--- src/rtl/apb_slave_mem.sv ---
// APB slave with a small register-file memory, programmable wait states,
// out-of-range error response, sticky protocol checking and a transfer counter.
module apb_slave_mem #(
  parameter int ADDR_WIDTH  = 8,
  parameter int DATA_WIDTH  = 8,
  parameter int DEPTH       = 64,
  parameter int WAIT_CYCLES = 1
) (
  input  logic                  PCLK,
  input  logic                  PRESET,
  input  logic                  PSEL,
  input  logic                  PENABLE,
  input  logic                  PWRITE,
  input  logic [ADDR_WIDTH-1:0] PADDR,
  input  logic [DATA_WIDTH-1:0] PWDATA,
  output logic [DATA_WIDTH-1:0] PRDATA,
  output logic                  PREADY,
  output logic                  PSLVERR,
  output logic                  proto_err,
  output logic [15:0]           xfer_count
);

  localparam int          IDX_W   = (DEPTH > 1) ? $clog2(DEPTH) : 1;
  localparam logic [31:0] DEPTH_U = 32'(DEPTH);

  typedef enum logic {IDLE, ACCESS} state_t;

  state_t                  state;
  logic [3:0]              wait_cnt;
  logic [ADDR_WIDTH-1:0]   addr_q;
  logic                    write_q;
  logic [DATA_WIDTH-1:0]   wdata_q;
  logic [DATA_WIDTH-1:0]   rdata_q;
  logic                    range_err_q;

  logic [DATA_WIDTH-1:0]   mem [DEPTH];

  logic                    in_range;
  logic [IDX_W-1:0]        idx;
  logic [IDX_W-1:0]        idx_q;
  logic                    mismatch;
  logic                    complete;
  logic                    mem_we;

  assign in_range = (32'(PADDR) < DEPTH_U);
  assign idx      = PADDR[IDX_W-1:0];
  assign idx_q    = addr_q[IDX_W-1:0];
  assign mismatch = (PADDR != addr_q) || (PWRITE != write_q) || (PWDATA != wdata_q);
  assign complete = (state == ACCESS) && PREADY && PSEL && PENABLE;
  assign mem_we   = complete && write_q && !range_err_q;

  // Response outputs depend on registers only, never on the bus inputs.
  assign PREADY  = (state == ACCESS) && (wait_cnt == 4'd0);
  assign PSLVERR = PREADY && range_err_q;
  assign PRDATA  = (PREADY && !write_q) ? rdata_q : '0;

  // Transfer FSM: latch the setup phase, count wait states, complete or abort.
  always_ff @(posedge PCLK) begin
    if (PRESET) begin
      state       <= IDLE;
      wait_cnt    <= 4'd0;
      addr_q      <= '0;
      write_q     <= 1'b0;
      wdata_q     <= '0;
      rdata_q     <= '0;
      range_err_q <= 1'b0;
      proto_err   <= 1'b0;
      xfer_count  <= 16'd0;
    end else begin
      case (state)
        IDLE: begin
          if (PSEL && !PENABLE) begin
            addr_q      <= PADDR;
            write_q     <= PWRITE;
            wdata_q     <= PWDATA;
            wait_cnt    <= 4'(WAIT_CYCLES);
            // Read data is captured at setup; a write completing one edge
            // earlier has already landed in mem, so no bypass is needed.
            rdata_q     <= in_range ? mem[idx] : '0;
            range_err_q <= !in_range;
            state       <= ACCESS;
          end else if (PSEL && PENABLE) begin
            // Access phase without a preceding setup phase.
            proto_err <= 1'b1;
          end
        end
        ACCESS: begin
          // Bus qualifiers must hold steady; the latched copy is used regardless.
          if (PSEL && mismatch) begin
            proto_err <= 1'b1;
          end
          if (!PSEL || !PENABLE) begin
            proto_err <= 1'b1;
            wait_cnt  <= 4'd0;
            state     <= IDLE;
          end else if (wait_cnt != 4'd0) begin
            wait_cnt <= wait_cnt - 4'd1;
          end else begin
            xfer_count <= xfer_count + 16'd1;
            state      <= IDLE;
          end
        end
        default: state <= IDLE;
      endcase
    end
  end

  // Storage: cleared on reset, written only by a completed in-range write.
  always_ff @(posedge PCLK) begin
    if (PRESET) begin
      for (int i = 0; i < DEPTH; i++) begin
        mem[i] <= '0;
      end
    end else if (mem_we) begin
      mem[idx_q] <= wdata_q;
    end
  end

endmodule
--- config.mk ---
export PLATFORM = sky130hd
export DESIGN_NAME = apb_slave_mem
export DESIGN_NICKNAME = d
export VERILOG_FILES = /design/src/rtl/apb_slave_mem.sv
export SDC_FILE = /design/constraint.sdc
export NUM_CORES = 1
export LEC_CHECK = 0
export CELL_PAD_IN_SITES_DETAIL_PLACEMENT = 2
export CELL_PAD_IN_SITES_GLOBAL_PLACEMENT = 2
export CORE_MARGIN = 8
export CORE_UTILIZATION = 30
export DETAILED_ROUTE_END_ITERATION = 8
export PLACE_DENSITY = 0.57
export SLEW_MARGIN = 20
export SYNTH_ARGS = -nofsm -noshare
export SYNTH_HDL_FRONTEND = slang
export SYNTH_SLANG_ARGS = --single-unit
--- constraint.sdc ---
create_clock -name PCLK -period 2.84 [get_ports PCLK]
set_input_delay 0.568 -clock PCLK [delete_from_list [all_inputs] [get_ports PCLK]]
set_output_delay 0.568 -clock PCLK [all_outputs]
set_load 0.01 [all_outputs]
=== Word level (Yosys, flattened, before mapping) ===
Memories as Yosys holds them, arrays and structs flattened.
Cells that the tools add are included.

* Bits in registers: 48
* Latch bits: 0
* RAM bits: 512
* Bits in read-only memories: 0
* Input bits: 21
* Output and inout bits: 27
* Memories: 1

* Add/sub/neg operators: 2
* Multiply operators: 0
* Div/mod/pow operators: 0
* Magnitude comparators: 1
* Equality and inequality tests: 8
* Shift-type cells: 0
* Mux-type cells: 23
* Bitwise logic cells: 3
* Reduce and logical (&&, ||, !) cells: 26

{| class="wikitable"
|+ Memories
! name !! words !! bits a word !! read ports !! clocked after Yosys merged registers in !! write ports !! line !! source
|-
| mem || 64 || 8 || 1 || 0 || 64 || 36 || <nowiki>logic [DATA_WIDTH-1:0] mem [DEPTH];</nowiki>
|}

{| class="wikitable"
|+ Operators with widths
! operator !! count
|-
| 8-bit 2-to-1 mux || 3
|-
| 16-bit by 1-bit adder with 16-bit output (second input constant) || 1
|-
| 8-bit != test || 2
|-
| 1-bit 2-to-1 mux || 13
|-
| 4-bit 2-to-1 mux || 3
|-
| 1-bit logical AND || 11
|-
| 8-bit by 7-bit less-than comparator with 1-bit output (second input constant) || 1
|-
| 4-bit case mux with 2 select lines || 1
|-
| 8-bit OR reduction || 1
|-
| 6-bit 2-to-1 mux || 1
|-
| 2-bit != test (second input constant) || 3
|-
| 3-bit by 1-bit != test with 1-bit output (second input constant) || 2
|-
| 3-bit AND reduction || 2
|-
| 1-bit zero test || 5
|-
| 4-bit zero test || 1
|-
| 1-bit case mux with 2 select lines || 2
|-
| 2-bit AND reduction || 2
|-
| 4-bit nonzero test || 1
|-
| 4-bit by 1-bit subtractor with 4-bit output (second input constant) || 1
|-
| 1-bit logical OR || 3
|-
| 1-bit NOT || 3
|-
| 1-bit != test || 1
|}

=== Depth between registers and ports, before layout ===
* Depth in word-level cells: 12
* Mapped depth: 10

=== Worst setup path before layout ===
No wires, ideal clock.

* Kind: flip-flop to flip-flop
* From: reg wait_cnt[1]
* To: mem mem[62][0], enable pin
* Library setup time: 309 ps
* Data arrival time: 2159 ps
* Setup slack: 371 ps
* Stages on the path, launching flop included: 9
* Buffers on the path: 1
* Period minus slack after synthesis: 2469 ps
* Path through: dfxtp_1 -> inv_1 -> ha_1 -> or3b_1 -> buf_2 -> nor4_2 -> nand3_1 -> nor2_1 -> or2_2

{| class="wikitable"
|+ RTL lines
! what !! line !! source
|-
| from (decl) || 29 || <nowiki>logic [3:0] wait_cnt;</nowiki>
|-
| from (signal assigned) || 76 || <nowiki>wait_cnt <= 4'(WAIT_CYCLES);</nowiki>
|-
| from (signal assigned) || 97 || <nowiki>wait_cnt <= wait_cnt - 4'd1;</nowiki>
|-
| to (decl) || 36 ||
|}

=== Final worst setup path ===
* From: reg wait_cnt[1]
* To: out PRDATA[2]

* Longest elaborated chain between the ends: 4

{| class="wikitable"
|+ RTL lines
! what !! line !! source
|-
| 4-bit zero test || 53 || <nowiki>assign PREADY = (state == ACCESS) && (wait_cnt == 4'd0);</nowiki>
|-
| 1-bit logical AND || 53 ||
|-
| 1-bit logical AND || 55 || <nowiki>assign PRDATA = (PREADY && !write_q) ? rdata_q : '0;</nowiki>
|-
| 8-bit 2-to-1 mux || 55 ||
|-
| to (decl) || 16 || <nowiki>output logic [DATA_WIDTH-1:0] PRDATA,</nowiki>
|}

Every way passes these cells.

==> flow_summary_export.csv <==
group,metric,value,unit
final_layout,layout_common_cells,"and2_1, edfxtp_1, buf_4, mux2i_1, nor2_1",
worst_setup_path,path_class,"flip-flop to output port",
clock_tree,cts_buffers,70,
routing,route.detailed.drc,0,
sta,fin_hold_ws,476,ps
floorplan,initial_core_util,30.2,%
placed_design,port_buffers,47,
clock_tree,path_clk_slew,60,ps
routing,wl_per_cell,25.1,um
sta,slew_violations,0,
worst_setup_path,critPathArrivalTime,2140,ps
sta,hold_viol,0,
logic_synthesis,synth_area,26100,sq um
worst_setup_path,cp.required,2270,ps
logic_synthesis,ys_warn_count,0,
logic_synthesis,yosys.area.top_type,"edfxtp_1",
logic_synthesis,synth_area_leaders,"edfxtp_1, and2_1, mux4_2",
final_layout,final_util,36.2,%
clock_tree,clk_latency,610,ps
final_layout,fin_nets,2073,
placed_design,dpl_cell_area,29000,sq um
logic_synthesis,async_flop_share,0,%
pwr,pwr_density_cell,627,nW/um^2
logic_synthesis,synth_top_flop_cell,"edfxtp_1",
grt,grt_max_degree,66,
logic_synthesis,synth-seq-area-share,62.5,%
worst_setup_path,crit_chain,"inv_2 -> ha_4 -> nor3b_4 -> and2_4 -> nor2b_4 -> buf_12 -> buf_6 -> and2_4 -> buf_6",
logic_synthesis,synth.avg_cell_area,13.9,sq um
worst_setup_path,r2r_start,"wait_cnt[1]$_SDFFE_PP0P_",
floorplan,die_x,311,um
logic_synthesis,ys_seq_elements,560,
worst_setup_path,crit_family,"simple AND/OR/NAND/NOR gates",
placed_design,place_congestion,0.803,
clock_tree,cts-root-buf,"clkbuf_16",
worst_setup_path,critical-path-max-stage-delay,330,ps
clock_tree,cts_tree,"done",
routing,routed_via_density,4.86,
logic_synthesis,syn_inst,1884,
clock_tree,clock-sinks,560,
logic_synthesis,synth_top_area_share,58.9,%
routing,first_pass_iters,5,
routing,num_vias,15900,
run,max_cap_violations,0,
routing,finalWirelength,81900,um
clock_tree,htree_levels,3,
worst_setup_path,critPathMaxFanout,6,
logic_synthesis,synth_cell_types,50,
grt,antenna_found_initial,1,
routing,drtAntennaViolNets,0,
floorplan,die_y,311,um
worst_setup_path,end_kind,"output port",
worst_setup_path,start_kind,"flip-flop",
worst_setup_path,worstRegToRegCells,9,
sta,slew_headroom,37.4,%
grt,grt_pass1_wl,122000,um
floorplan,dieArea,96800,sq um
sta,fin_skew,22.4,ps
final_layout,layout_commonest_cell,"and2_1",
floorplan,num_rows,108,
worst_setup_path,timing.critical_path.from,"wait_cnt[1]$_SDFFE_PP0P_",
logic_synthesis,synth_fp_nets,1907,
sta,worst_pin_slew,939,ps
run_status,outcome,"finished clean",
floorplan,boundaryPins,48,
min_path,worst_hold_path_type,"flip-flop to flip-flop",
worst_setup_path,critPathBufInv,4,
clock_tree,clock_path_buffers,3,
routing,drt_iter0_markers,908,
final_layout,drive_above_1_share,22.2,%
grt,grt-ovfl-total,0,
worst_setup_path,cp.depth,9,
clock_tree,postCtsHoldBufs,0,
worst_setup_path,rr_endpoint,"mem[62][6]$_SDFFCE_PN0P_",
worst_setup_path,cp-endpoint,"PRDATA[2]",
worst_setup_path,slowest_stage,"dfxtp_2",
worst_setup_path,reg2reg_slack,210,ps
sta,max_freq,369,MHz
sta,period_needed,2710,ps
floorplan,core_area,86500,sq um
final_layout,synthToLayoutAreaGrowth,20.0,%
grt,grt_pass1_vias,17900,
pwr,ir_drop,0.358,mV
final_layout,fin_area,31300,sq um
logic_synthesis,synth_edf_count,512,
placed_design,hpwl,54500,um
pwr,power.leakage,0.0117,uW
sta,setup_violations,0,
grt,grt_use_total,16.8,%
sta,fin_crit_sh,95.3,%
-- synthesized netlist by cell type, types with 2 or more instances --
cell and instances:
and2_1 524, edfxtp_1 512, mux2i_1 106, nor2_1 95, clkbuf_1 91, mux4_2 73
or2_2 65, nand2_1 59, a22oi_1 50, dfxtp_1 48, a21oi_1 46, buf_2 25
xnor2_1 23, mux4_1 15, nor3_1 14, mux2_2 12, nor2b_1 11, nor4_1 11
nand3_1 9, xor2_1 9, a221o_1 8, buf_4 7, inv_1 7, nand4_1 7
o22ai_1 7, buf_6 5, o21ai_0 5, and3_1 3, nand2b_1 3, nand3b_1 3
or3_1 3, or3b_2 3, a2111oi_0 2, a211oi_1 2, buf_1 2, ha_1 2
nor4_2 2, or3b_1 2, or4_1 2
-- power breakdown --
group / switching, uW / leakage (uW) / internal, uW / total [uW]
logic: 817 / 0.00487 / 528 / 1340
clock network: 3600 / 0.00110 / 5350 / 8950
registers: 125 / 0.00569 / 9230 / 9360
total: 4540 / 0.0117 / 15100 / 19700
-- per-stage QoR --
stage	power [uW]	cells	setup WS [ps]	TNS [ps]
floorplan	10200	1884	371	0
global placement	10800	3128	-296	-1610
detailed placement	10900	3128	-330	-3570
CTS	19900	3259	7.50	0
global route	20300	3260	-0.672	-1.97
finish	19700	3264	132	0
-- sequential cells by signal, summed over array words and instances (netlist names) --
register,flops
proto_err,1
rdata_q,8
state,1
mem,512
addr_q,8
wdata_q,8
range_err_q,1
write_q,1
xfer_count,16
wait_cnt,4
-- cells by family (layout without fill, tap and decap cells) --
family	Yosys count	in the layout	share of synthesized area, %
xor gates and xnor gates	32	32	1.07
AOI/OAI and AO/OA	125	125	3.17
adders and majority gates	2	2	0.0958
other	0	4	0
muxes	206	206	12.4
buffers and inverters	139	360	2.47
and+or+nand+nor	820	820	18.3
DFF	560	560	62.5
-- worst min-delay path by stage --
stage,cells after the start,start,endpoint,slack [ps]
2_1_floorplan,1,rdata_q[6]$_SDFFE_PP0P_,rdata_q[6]$_SDFFE_PP0P_,450
3_3_place_gp,2,addr_q[7]$_SDFFE_PP0P_,addr_q[7]$_SDFFE_PP0P_,460
3_5_place_dp,2,addr_q[7]$_SDFFE_PP0P_,addr_q[7]$_SDFFE_PP0P_,470
4_1_cts,2,addr_q[7]$_SDFFE_PP0P_,addr_q[7]$_SDFFE_PP0P_,480
5_1_grt,2,addr_q[6]$_SDFFE_PP0P_,addr_q[6]$_SDFFE_PP0P_,510
6_report,2,addr_q[7]$_SDFFE_PP0P_,addr_q[7]$_SDFFE_PP0P_,480
-- layer usage --
layer / GRT usage (%) / vias to the layer above / wire length, um
met5: 0 / - / 0
met4: 5.58 / 0 / 2690
met3: 2.87 / 131 / 2620
met2: 28.3 / 252 / 39900
met1: 21.7 / 8319 / 36800
li1: - / 7155 / -
-- worst reg2reg max path, stage by stage, from the launching register on --
cell and delay (ps):
dfxtp_2 330, inv_2 80, ha_4 140, or3b_1 500
nor4_2 290, buf_4 160, nand3_1 100, buf_4 200
nor2_1 240, or2_2 280
-- area by class of cell --
cell class                      count  area [sq um]
Multi-Input combinational cell   1185          9200
Sequential cell                   560         16300
Antenna cell                        4          10.0
Timing Repair Buffer              226          2040
Clock buffer                       90          1890
Fill cell                        8779         55100
Inverter                            7          26.3
Clock inverter                     37           384
Tap cell                         1155          1450
-- repair_timing --
action | 4_1_cts | 5_1_grt
endpoints found under the setup margin | 10 | 16
resized for setup | 35 | 16
pin swaps | 0 | 1
buffers inserted | 4 | 1
gates cloned | 0 | 0
Power figures use the tool's default switching activity.
